**src/rtl/dac_spi_multi.sv**
```systemverilog
// Round-robin SYNC/SCLK/DIN driver for CHANNELS serial DACs behind the byte bus.
// Define DAC_SPI_LDAC_EN to add a shared LDAC pulse once the frame queue drains.
module dac_spi_multi #(
    parameter int  CHANNELS  = 2,
    parameter int  WORD_BITS = 16,
    parameter int  CLK_DIV   = 4,
    parameter int  SYNC_GAP  = 4,
    localparam int BYTES     = (WORD_BITS + 7) / 8,
    localparam int ADDR_W    = $clog2(CHANNELS * BYTES + 1)
) (
    input  logic                i_clk,
    input  logic                i_rst,
    input  logic                i_wr_n,
    input  logic [ADDR_W-1:0]   i_addr,
    input  logic [7:0]          i_data,
    output logic [7:0]          o_data,
    output logic                o_busy,
    output logic [CHANNELS-1:0] o_dac_sync_n,
    output logic                o_dac_clk,
    output logic                o_dac_data,
    output logic                o_dac_ldac_n
);
    localparam int NBYTES = CHANNELS * BYTES;
    localparam int CW     = (CHANNELS > 1) ? $clog2(CHANNELS) : 1;
    localparam int SW     = (BYTES > 1) ? (BYTES - 1) * 8 : 8;
    localparam int WW     = BYTES * 8;
    localparam int HALF   = CLK_DIV / 2;
    localparam int TW     = 16;

    if (CLK_DIV < 2 || (CLK_DIV % 2) != 0) begin : g_bad_div
        $error("CLK_DIV must be even and >= 2");
    end

    typedef enum logic [2:0] {IDLE, LOAD, SHIFT, GAP, LDAC} state_t;

    logic [WW-1:0]       word_q   [CHANNELS];
    logic [SW-1:0]       shadow_q [CHANNELS];
    logic [CHANNELS-1:0] pending_q;
    logic [CHANNELS-1:0] set_mask;
    logic [CHANNELS-1:0] clr_mask;
    logic [WW-1:0]       commit_word;
    logic [WW-1:0]       ld_word;
    logic [7:0]          status;
    logic                addr_ok;
    logic                wr_ok;
    logic                commit;
    logic [CW-1:0]       a_ch;
    int                  a_b;

    state_t              state_q, state_d;
    logic [CW-1:0]       ch_q, ch_d;
    logic [CW-1:0]       rr_q, rr_d;
    logic [CW-1:0]       pick;
    logic [CW-1:0]       pick_idx;
    logic [WORD_BITS-2:0] sr_q, sr_d;
    logic [TW-1:0]       cnt_q, cnt_d;
    logic [5:0]          bit_q, bit_d;
    logic [CHANNELS-1:0] sync_n_q, sync_n_d;
    logic                clk_q, clk_d;
    logic                data_q, data_d;
    logic                busy_q, busy_d;
`ifdef DAC_SPI_LDAC_EN
    logic                ldac_n_q, ldac_n_d;
`endif

    always_comb begin
        addr_ok = int'(i_addr) < NBYTES;
        a_ch    = '0;
        a_b     = 0;
        if (addr_ok) begin
            a_ch = CW'(int'(i_addr) / BYTES);
            a_b  = int'(i_addr) % BYTES;
        end
        wr_ok    = !i_wr_n && addr_ok;
        commit   = wr_ok && (a_b == BYTES - 1);
        set_mask = '0;
        if (commit) set_mask[a_ch] = 1'b1;
        status    = 8'(pending_q);
        status[7] = busy_q;
        o_data    = 8'h00;
        if (addr_ok) o_data = word_q[a_ch][a_b*8 +: 8];
        else if (int'(i_addr) == NBYTES) o_data = status;
    end

    if (BYTES > 1) begin : g_shadow
        always_comb commit_word = {i_data, shadow_q[a_ch]};
    end else begin : g_no_shadow
        always_comb commit_word = i_data;
    end

    // Descending scan so the smallest offset from rr is the last to win.
    always_comb begin
        pick     = rr_q;
        pick_idx = '0;
        for (int i = CHANNELS - 1; i >= 0; i--) begin
            pick_idx = CW'((int'(rr_q) + i) % CHANNELS);
            if (pending_q[pick_idx]) pick = pick_idx;
        end
    end

    always_ff @(posedge i_clk) begin
        if (i_rst) begin
            pending_q <= '0;
            for (int c = 0; c < CHANNELS; c++) begin
                word_q[c]   <= '0;
                shadow_q[c] <= '0;
            end
        end else begin
            pending_q <= (pending_q & ~clr_mask) | set_mask;
            if (commit) word_q[a_ch] <= commit_word;
            else if (wr_ok) shadow_q[a_ch][a_b*8 +: 8] <= i_data;
        end
    end

    always_comb begin
        state_d  = state_q;
        ch_d     = ch_q;
        rr_d     = rr_q;
        sr_d     = sr_q;
        cnt_d    = cnt_q;
        bit_d    = bit_q;
        sync_n_d = sync_n_q;
        clk_d    = clk_q;
        data_d   = data_q;
        busy_d   = busy_q;
        clr_mask = '0;
        ld_word  = word_q[ch_q];
`ifdef DAC_SPI_LDAC_EN
        ldac_n_d = 1'b1;
`endif
        unique case (state_q)
            IDLE: begin
                busy_d = |pending_q;
                if (|pending_q) begin
                    state_d = LOAD;
                    ch_d    = pick;
                end
            end
            LOAD: begin
                state_d        = SHIFT;
                sr_d           = ld_word[WORD_BITS-2:0];
                clr_mask[ch_q] = 1'b1;
                rr_d     = (ch_q == CW'(CHANNELS - 1)) ? '0 : ch_q + 1'b1;
                cnt_d    = '0;
                bit_d    = '0;
                sync_n_d = ~(CHANNELS'(1) << ch_q);
                clk_d    = 1'b1;
                data_d   = ld_word[WORD_BITS-1];
            end
            SHIFT: begin
                if (cnt_q == TW'(CLK_DIV - 1)) begin
                    cnt_d = '0;
                    clk_d = 1'b1;
                    if (bit_q == 6'(WORD_BITS - 1)) begin
                        state_d  = GAP;
                        sync_n_d = '1;
                    end else begin
                        bit_d  = bit_q + 1'b1;
                        sr_d   = sr_q << 1;
                        data_d = sr_q[WORD_BITS-2];
                    end
                end else begin
                    cnt_d = cnt_q + 1'b1;
                    clk_d = (cnt_q + 1'b1) < TW'(HALF);
                end
            end
            GAP: begin
                if (cnt_q == TW'(SYNC_GAP - 1)) begin
                    cnt_d = '0;
`ifdef DAC_SPI_LDAC_EN
                    if (|pending_q) begin
                        state_d = LOAD;
                        ch_d    = pick;
                    end else begin
                        state_d  = LDAC;
                        ldac_n_d = 1'b0;
                    end
`else
                    state_d = IDLE;
                    busy_d  = |pending_q;
`endif
                end else begin
                    cnt_d = cnt_q + 1'b1;
                end
            end
`ifdef DAC_SPI_LDAC_EN
            LDAC: begin
                if (cnt_q == TW'(CLK_DIV - 1)) begin
                    state_d = IDLE;
                    cnt_d   = '0;
                    busy_d  = |pending_q;
                end else begin
                    cnt_d    = cnt_q + 1'b1;
                    ldac_n_d = 1'b0;
                end
            end
`endif
            default: state_d = IDLE;
        endcase
    end

    always_ff @(posedge i_clk) begin
        if (i_rst) begin
            state_q  <= IDLE;
            ch_q     <= '0;
            rr_q     <= '0;
            sr_q     <= '0;
            cnt_q    <= '0;
            bit_q    <= '0;
            sync_n_q <= '1;
            clk_q    <= 1'b1;
            data_q   <= 1'b0;
            busy_q   <= 1'b0;
`ifdef DAC_SPI_LDAC_EN
            ldac_n_q <= 1'b1;
`endif
        end else begin
            state_q  <= state_d;
            ch_q     <= ch_d;
            rr_q     <= rr_d;
            sr_q     <= sr_d;
            cnt_q    <= cnt_d;
            bit_q    <= bit_d;
            sync_n_q <= sync_n_d;
            clk_q    <= clk_d;
            data_q   <= data_d;
            busy_q   <= busy_d;
`ifdef DAC_SPI_LDAC_EN
            ldac_n_q <= ldac_n_d;
`endif
        end
    end

    assign o_busy       = busy_q;
    assign o_dac_sync_n = sync_n_q;
    assign o_dac_clk    = clk_q;
    assign o_dac_data   = data_q;
`ifdef DAC_SPI_LDAC_EN
    assign o_dac_ldac_n = ldac_n_q;
`else
    assign o_dac_ldac_n = 1'b1;
`endif

endmodule

```
**config.mk**
```make
export PLATFORM = sky130hd
export DESIGN_NAME = dac_spi_multi
export DESIGN_NICKNAME = d
export VERILOG_FILES = /design/src/rtl/dac_spi_multi.sv
export SDC_FILE = /design/constraint.sdc
export NUM_CORES = 1
export LEC_CHECK = 0
export CAP_MARGIN = 0
export CORE_ASPECT_RATIO = 1.5
export CORE_UTILIZATION = 56
export DETAILED_ROUTE_END_ITERATION = 16
export PLACE_DENSITY = 0.75
export SETUP_SLACK_MARGIN = 0.3
export SYNTH_ARGS = -nofsm -noshare
export SYNTH_HDL_FRONTEND = slang
export SYNTH_SLANG_ARGS = --single-unit
export TNS_END_PERCENT = 10
```
**constraint.sdc**
```tcl
create_clock -name i_clk -period 2.6 [get_ports i_clk]
set_clock_uncertainty 0.1 [all_clocks]
set_input_delay 0.26 -clock i_clk [delete_from_list [all_inputs] [get_ports i_clk]]
set_output_delay 0.26 -clock i_clk [all_outputs]
set_load 0.02 [all_outputs]
```
# ---- Word level (Yosys, flattened, before mapping)
# Memory sizes are Yosys's and may differ from the RTL's. A register that Yosys moved wholly into a read port is not among the register bits.
# Cells that the tools add are included.
dict set report op_classes {
  n_addsub 5
  magnitude_cmp 8
  eq_ne 12
  shift 4
  muxes 57
  n_bitwise 4
  reduce_logical 18
}
# operator n
set ops {}
lappend ops {{$mux W8} 5}
lappend ops {{$neg A32 Y33} 1}
lappend ops {{$shift A8 B33 Y8 const A} 1}
lappend ops {{$shiftx A8 B33 Y8} 1}
lappend ops {{$eq A32 B2 Y1 const B} 1}
lappend ops {{$mux W16} 2}
lappend ops {{$pmux W16 S2} 1}
lappend ops {{$shiftx A16 B32 Y8} 1}
lappend ops {{$mux W15} 2}
lappend ops {{$pmux W15 S2} 1}
lappend ops {{$mux W1} 28}
lappend ops {{$add A16 B1 Y16 const B} 1}
lappend ops {{$eq A16 B2 Y1 const B} 1}
lappend ops {{$lt A16 B2 Y1 const B} 1}
lappend ops {{$reduce_or A16 Y1} 1}
lappend ops {{$mux W3} 4}
lappend ops {{$mux W6} 2}
lappend ops {{$pmux W3 S4} 1}
lappend ops {{$pmux W6 S2} 1}
lappend ops {{$ne A2 B2 Y1 const B} 5}
lappend ops {{$lt A1 B2 Y1 const B} 4}
lappend ops {{$mux W2} 4}
lappend ops {{$reduce_or A8 Y1} 1}
lappend ops {{$add A6 B1 Y6 const B} 1}
lappend ops {{other kinds (22)} 37}
dict set report totals {
  reg_bits 49
  ramBits 48
  inputBits 14
  memories 2
}
# memory depth word_bits read_ports rd_ports_with_merged_regs wr line_no
set mem_list {}
lappend mem_list {word_q 2 16 2 1 2 36} ;# logic [WW-1:0] word_q [CHANNELS];
lappend mem_list {shadow_q 2 8 1 0 2 37} ;# logic [SW-1:0] shadow_q [CHANNELS];

# ---- Longest topological paths before layout
dict set report depth {
  ltp_word 9
  depth_mapped 8
  mapped_depth_nobuf 7
}

# ---- Worst setup path before layout
# No wires, ideal clock.
dict set report synth_path {
  path_kind {input port to flip-flop}
  from {input i_addr[1]}
  to {memory word_q[1][0] (netlist bit) (enable)}
  arrival_time_ns 1.808
  setup_slack_ns 0.317
  stages 6
  n_path_buf 2
  cell_sequence {buf_2 -> inv_1 -> or3_1 -> or2_2 -> clkbuf_1 -> nand2b_1}
}
# item line_no
set synth_lines {}
lappend synth_lines {{start: declaration} 14} ;# input logic [ADDR_W-1:0] i_addr,
lappend synth_lines {{end: declaration} 36}

# ---- Worst setup path in the final report
dict set report layout_path {
  from {input i_addr[1]}
  to {output o_data[4]}
}
dict set report layout_via {
  elab_chain_cells 5
  elab_cells_between_ends 6
  classes_between {1 x order compare; 1 x shift; 3 x mux; 1 x memory}
}
# item line_no
set layout_rtl {}
lappend layout_rtl {{$lt A3 B3 Y1} 67} ;# addr_ok = int'(i_addr) < NBYTES;
lappend layout_rtl {{$mux W1} 70} ;# if (addr_ok) begin
lappend layout_rtl {{$mem_v2 Z2 W16} --}
lappend layout_rtl {{$shiftx A16 B32 Y8} 81} ;# if (addr_ok) o_data = word_q[a_ch][a_b*8 +: 8];
lappend layout_rtl {{$mux W8 (*)} 81}
lappend layout_rtl {{end: declaration} 16} ;# output logic [7:0] o_data,
# Mark *: on every way between the ends. The rest lies on a longest branch, timed or not.

==> results.cfg <==
[timing]
grt_setup_unrepaired = true
timing.final.max_slew_violations = 0
period_needed_ns = 2.48
setup_total_negative_slack_ns = 0
final.hold.worst_slack_ns = 0.239
report.final.hold_viol_count = 0
setup_viol = 0
post-route-period-util_pct = 95.4
fmax_mhz = 403

[floorplanning]
io_pins = 28
placementRows = 42
dieWidth_um = 79.7
floorplan.initialDensity_pct = 57.4
die_area_um2 = 9450
die-height_um = 119
design.core.area_um2 = 8830

[worst_setup_path]
start_kind = input port
rr_startpoint = state_q[0]$_SDFFE_PP0P_
r2r.worst_path.cells = 7
crit_required_ns = 2.24
cp_data_arrival_time_ns = 2.12
critPathCaptureType = output port
ff2ff_setup_slack_ns = 0.32
setup.worst_path.class = in2out
r2r-end = o_dac_clk$_SDFFE_PP1P_
cp_max_fo = 17

[cells_and_area]
n_antenna_cell = 0
finalCoreUtilization_pct = 65.8
combined_flip_flop_and_latch_cell_area_um2 = 2420
layout-drive-gt1-share_pct = 13.0
multi_input_area_um2 = 2390
fillerInstances = 687
finalNetCount = 554
area.growth.synth_to_final_pct = 14.6

[clocking]
cts_tree = yes
cts.clk_slew.worst_paths_ns = 0.07
clk_path_buf_depth = 2
cts_hold_repair.buffers = 0
clkLatencyLatePin_ns = 0.34
cts.repair_timing.setup_buffer_count = 0
numCtsBuffers = 9
cts.root.buffer_cell = sky130_fd_sc_hd__clkbuf_16
clkSinkCount = 97
cts_htree_levels = 3

[routing]
wl_met1_mm = 4.10
via_count = 3762
route.final.wire_length_mm = 10.6
detailedRoute.firstIterationViolations = 165
drt_pre_antenna_iters = 4
drc = 0
post_drt_wl_per_cell_um = 16.4
wl_met2_mm = 5.85
route.top_layer_used = met4
drt.antenna.violating_nets = 0
met3RoutedLength_um = 281
routed_via_density = 5.81

[placed_design]
place_congestion = 0.774
place.detailed.hpwl_mm = 7.76
numPortBuffers = 26

[logic_synthesis]
asyncSetResetFlopFracSynth_pct = 0
synthCells = 507
synthTopCellsByArea = sky130_fd_sc_hd__edfxtp_1, sky130_fd_sc_hd__dfxtp_1, sky130_fd_sc_hd__mux2i_1
synth_nets = 529
synth-edff-count = 48
ys_seq_elements = 97
synth.largest_area_cell = sky130_fd_sc_hd__edfxtp_1
syn_area_per_cell_um2 = 10.0
synth_warnings = 0
post-synth-top-area-fraction_pct = 28.4
synthFlopType = sky130_fd_sc_hd__dfxtp_1
synth_cell_types = 64
synth.yosys.seq_area_share_pct = 47.8
mappedNetlistArea_um2 = 5070

[global_route]
grt_pass1_vias = 3758
overflow = 0
grt_start_max_net_pins = 35
first_pass_grt_wire_length_mm = 17.6
globalRouteTotalUtil_pct = 24.4
antenna_found_initial = 0

[power]
power_per_cell_area_nw_per_um2 = 718
p_leak_nw = 2.04
fin_total_pwr_w = 0.00417
vdd_ir_drop_max_mv = 0.521

[hold_path]
timing.hold.worst.start = i_rst
number_of_instances_on_the_worst_hold_path = 2
worst_hold_path.endpoint = sr_q[0]$_SDFFE_PP0P_
worstHoldPathType = in2reg

[status]
run_status = complete, no violations

[run]
drv.max_cap_violation_count = 0
==> power breakdown <==
group,internal [W],total (W),switching [W]
registers,0.00172,0.00180,0.0000755
logic,0.000333,0.000861,0.000528
clock network,0.000940,0.00151,0.000572
total,0.00299,0.00417,0.00118
==> sequential cells by signal (all words and copies together) (netlist names), named ones only <==
register,flops
o_dac_data,1
pending_q,2
state_q,2
sr_q,15
ch_q,1
word_q,32
o_dac_sync_n,2
rr_q,1
o_busy,1
cnt_q,16
bit_q,6
o_dac_clk,1
shadow_q,16
==> what timing repair did <==
action	4_1_cts	5_1_grt
endpoints found under the setup margin	18	48
gates resized for setup	1	9
pin swaps	0	0
==> worst max path at each step <==
| stage | start | end | slack [ns] | cells after the start |
|---|---|---|---|---|
| floorplan | i_addr[1] | word_q[1][0]$_SDFFCE_PN0P_ | 0.32 | 6 |
| global placement | i_addr[1] | o_data[6] | 0.11 | 5 |
| detailed placement | i_addr[1] | o_data[5] | 0.09 | 5 |
| CTS | i_addr[1] | o_data[6] | 0.1 | 5 |
| global route | i_addr[1] | o_data[4] | 0.06 | 5 |
| finish | i_addr[1] | o_data[4] | 0.12 | 5 |
==> cells in the mapped netlist (4+ instances only) <==
library cell               instances
sky130_fd_sc_hd__inv_1             7
sky130_fd_sc_hd__mux2i_1          34
sky130_fd_sc_hd__a31oi_1           5
sky130_fd_sc_hd__buf_2             6
sky130_fd_sc_hd__ha_1              8
sky130_fd_sc_hd__nand4_1           4
sky130_fd_sc_hd__nor2b_1           7
sky130_fd_sc_hd__and2_1           32
sky130_fd_sc_hd__nor4_1            4
sky130_fd_sc_hd__nor3_1           13
sky130_fd_sc_hd__clkbuf_1         16
sky130_fd_sc_hd__o21ai_0          25
sky130_fd_sc_hd__mux4_2            5
sky130_fd_sc_hd__nand2_1          61
sky130_fd_sc_hd__a311oi_1          8
sky130_fd_sc_hd__clkbuf_8          7
sky130_fd_sc_hd__nor2_1           42
sky130_fd_sc_hd__or3_1             5
sky130_fd_sc_hd__edfxtp_1         48
sky130_fd_sc_hd__dfxtp_1          49
sky130_fd_sc_hd__nand3_1          10
sky130_fd_sc_hd__xnor2_1           4
sky130_fd_sc_hd__o21bai_1          4
sky130_fd_sc_hd__nand2b_1          6
sky130_fd_sc_hd__a21oi_1          36
sky130_fd_sc_hd__buf_4             4
==> cells by family (layout without fill, tap and decap cells) <==
kind of cell | Yosys count | count (layout) | synth area share, %
other cells | 1 | 1 | 0.0740
xor+xnor | 6 | 6 | 1.04
compound gates | 105 | 105 | 13.3
fa+ha+maj | 8 | 8 | 1.97
flops | 97 | 97 | 47.8
mux | 40 | 40 | 9.16
simple gates | 205 | 205 | 21.1
buf+inv | 45 | 75 | 5.60
==> per-layer routing <==
metal | up-vias | global-route usage, %
li1 | 1888 | -
met1 | 1776 | 26.2
met2 | 70 | 45.1
met3 | 28 | 4.56
met4 | 0 | 10.5
met5 | - | 0
==> critical path, cell delays in order <==
cell	delay (ns)
sky130_fd_sc_hd__clkdlybuf4s50_1	0.50
sky130_fd_sc_hd__buf_12	0.17
sky130_fd_sc_hd__mux4_2	0.51
sky130_fd_sc_hd__nor2b_1	0.14
sky130_fd_sc_hd__clkdlybuf4s50_1	0.53
==> placed cells by master (no fill, tap or decap), drive strengths merged, types with 4 or more instances in the layout <==
cell            n
a21oi          37
a311oi          8
a31oi           5
and2           33
buf            27
clkbuf          9
clkdlybuf4s50  23
dfxtp          49
edfxtp         48
ha              8
inv             8
mux2i          34
mux4            5
nand2          61
nand2b          6
nand3          11
nand4           4
nor2           42
nor2b           7
nor3           15
nor4            7
o21ai          25
o21bai          4
o311a           4
or3             7
xnor2           4
==> area by class of cell <==
cell class	count	share of cell area [%]
Clock inverter	7	2.02
Tap cell	110	2.37
Clock buffer	9	3.88
Sequential cell	97	41.7
Inverter	7	0.452
Timing Repair Buffer	52	8.42
Multi-Input combinational cell	365	41.1
==> through the flow <==
step	instance area, um^2	setup slack (ns)	instances
after CTS	5780	0.0961	647
after global placement	5440	0.112	631
after floorplan	5070	0.317	507
final	5810	0.118	647
after global routing	5810	0.0600	647
after detailed placement	5440	0.0901	631
(Power assumes the default switching activity.)
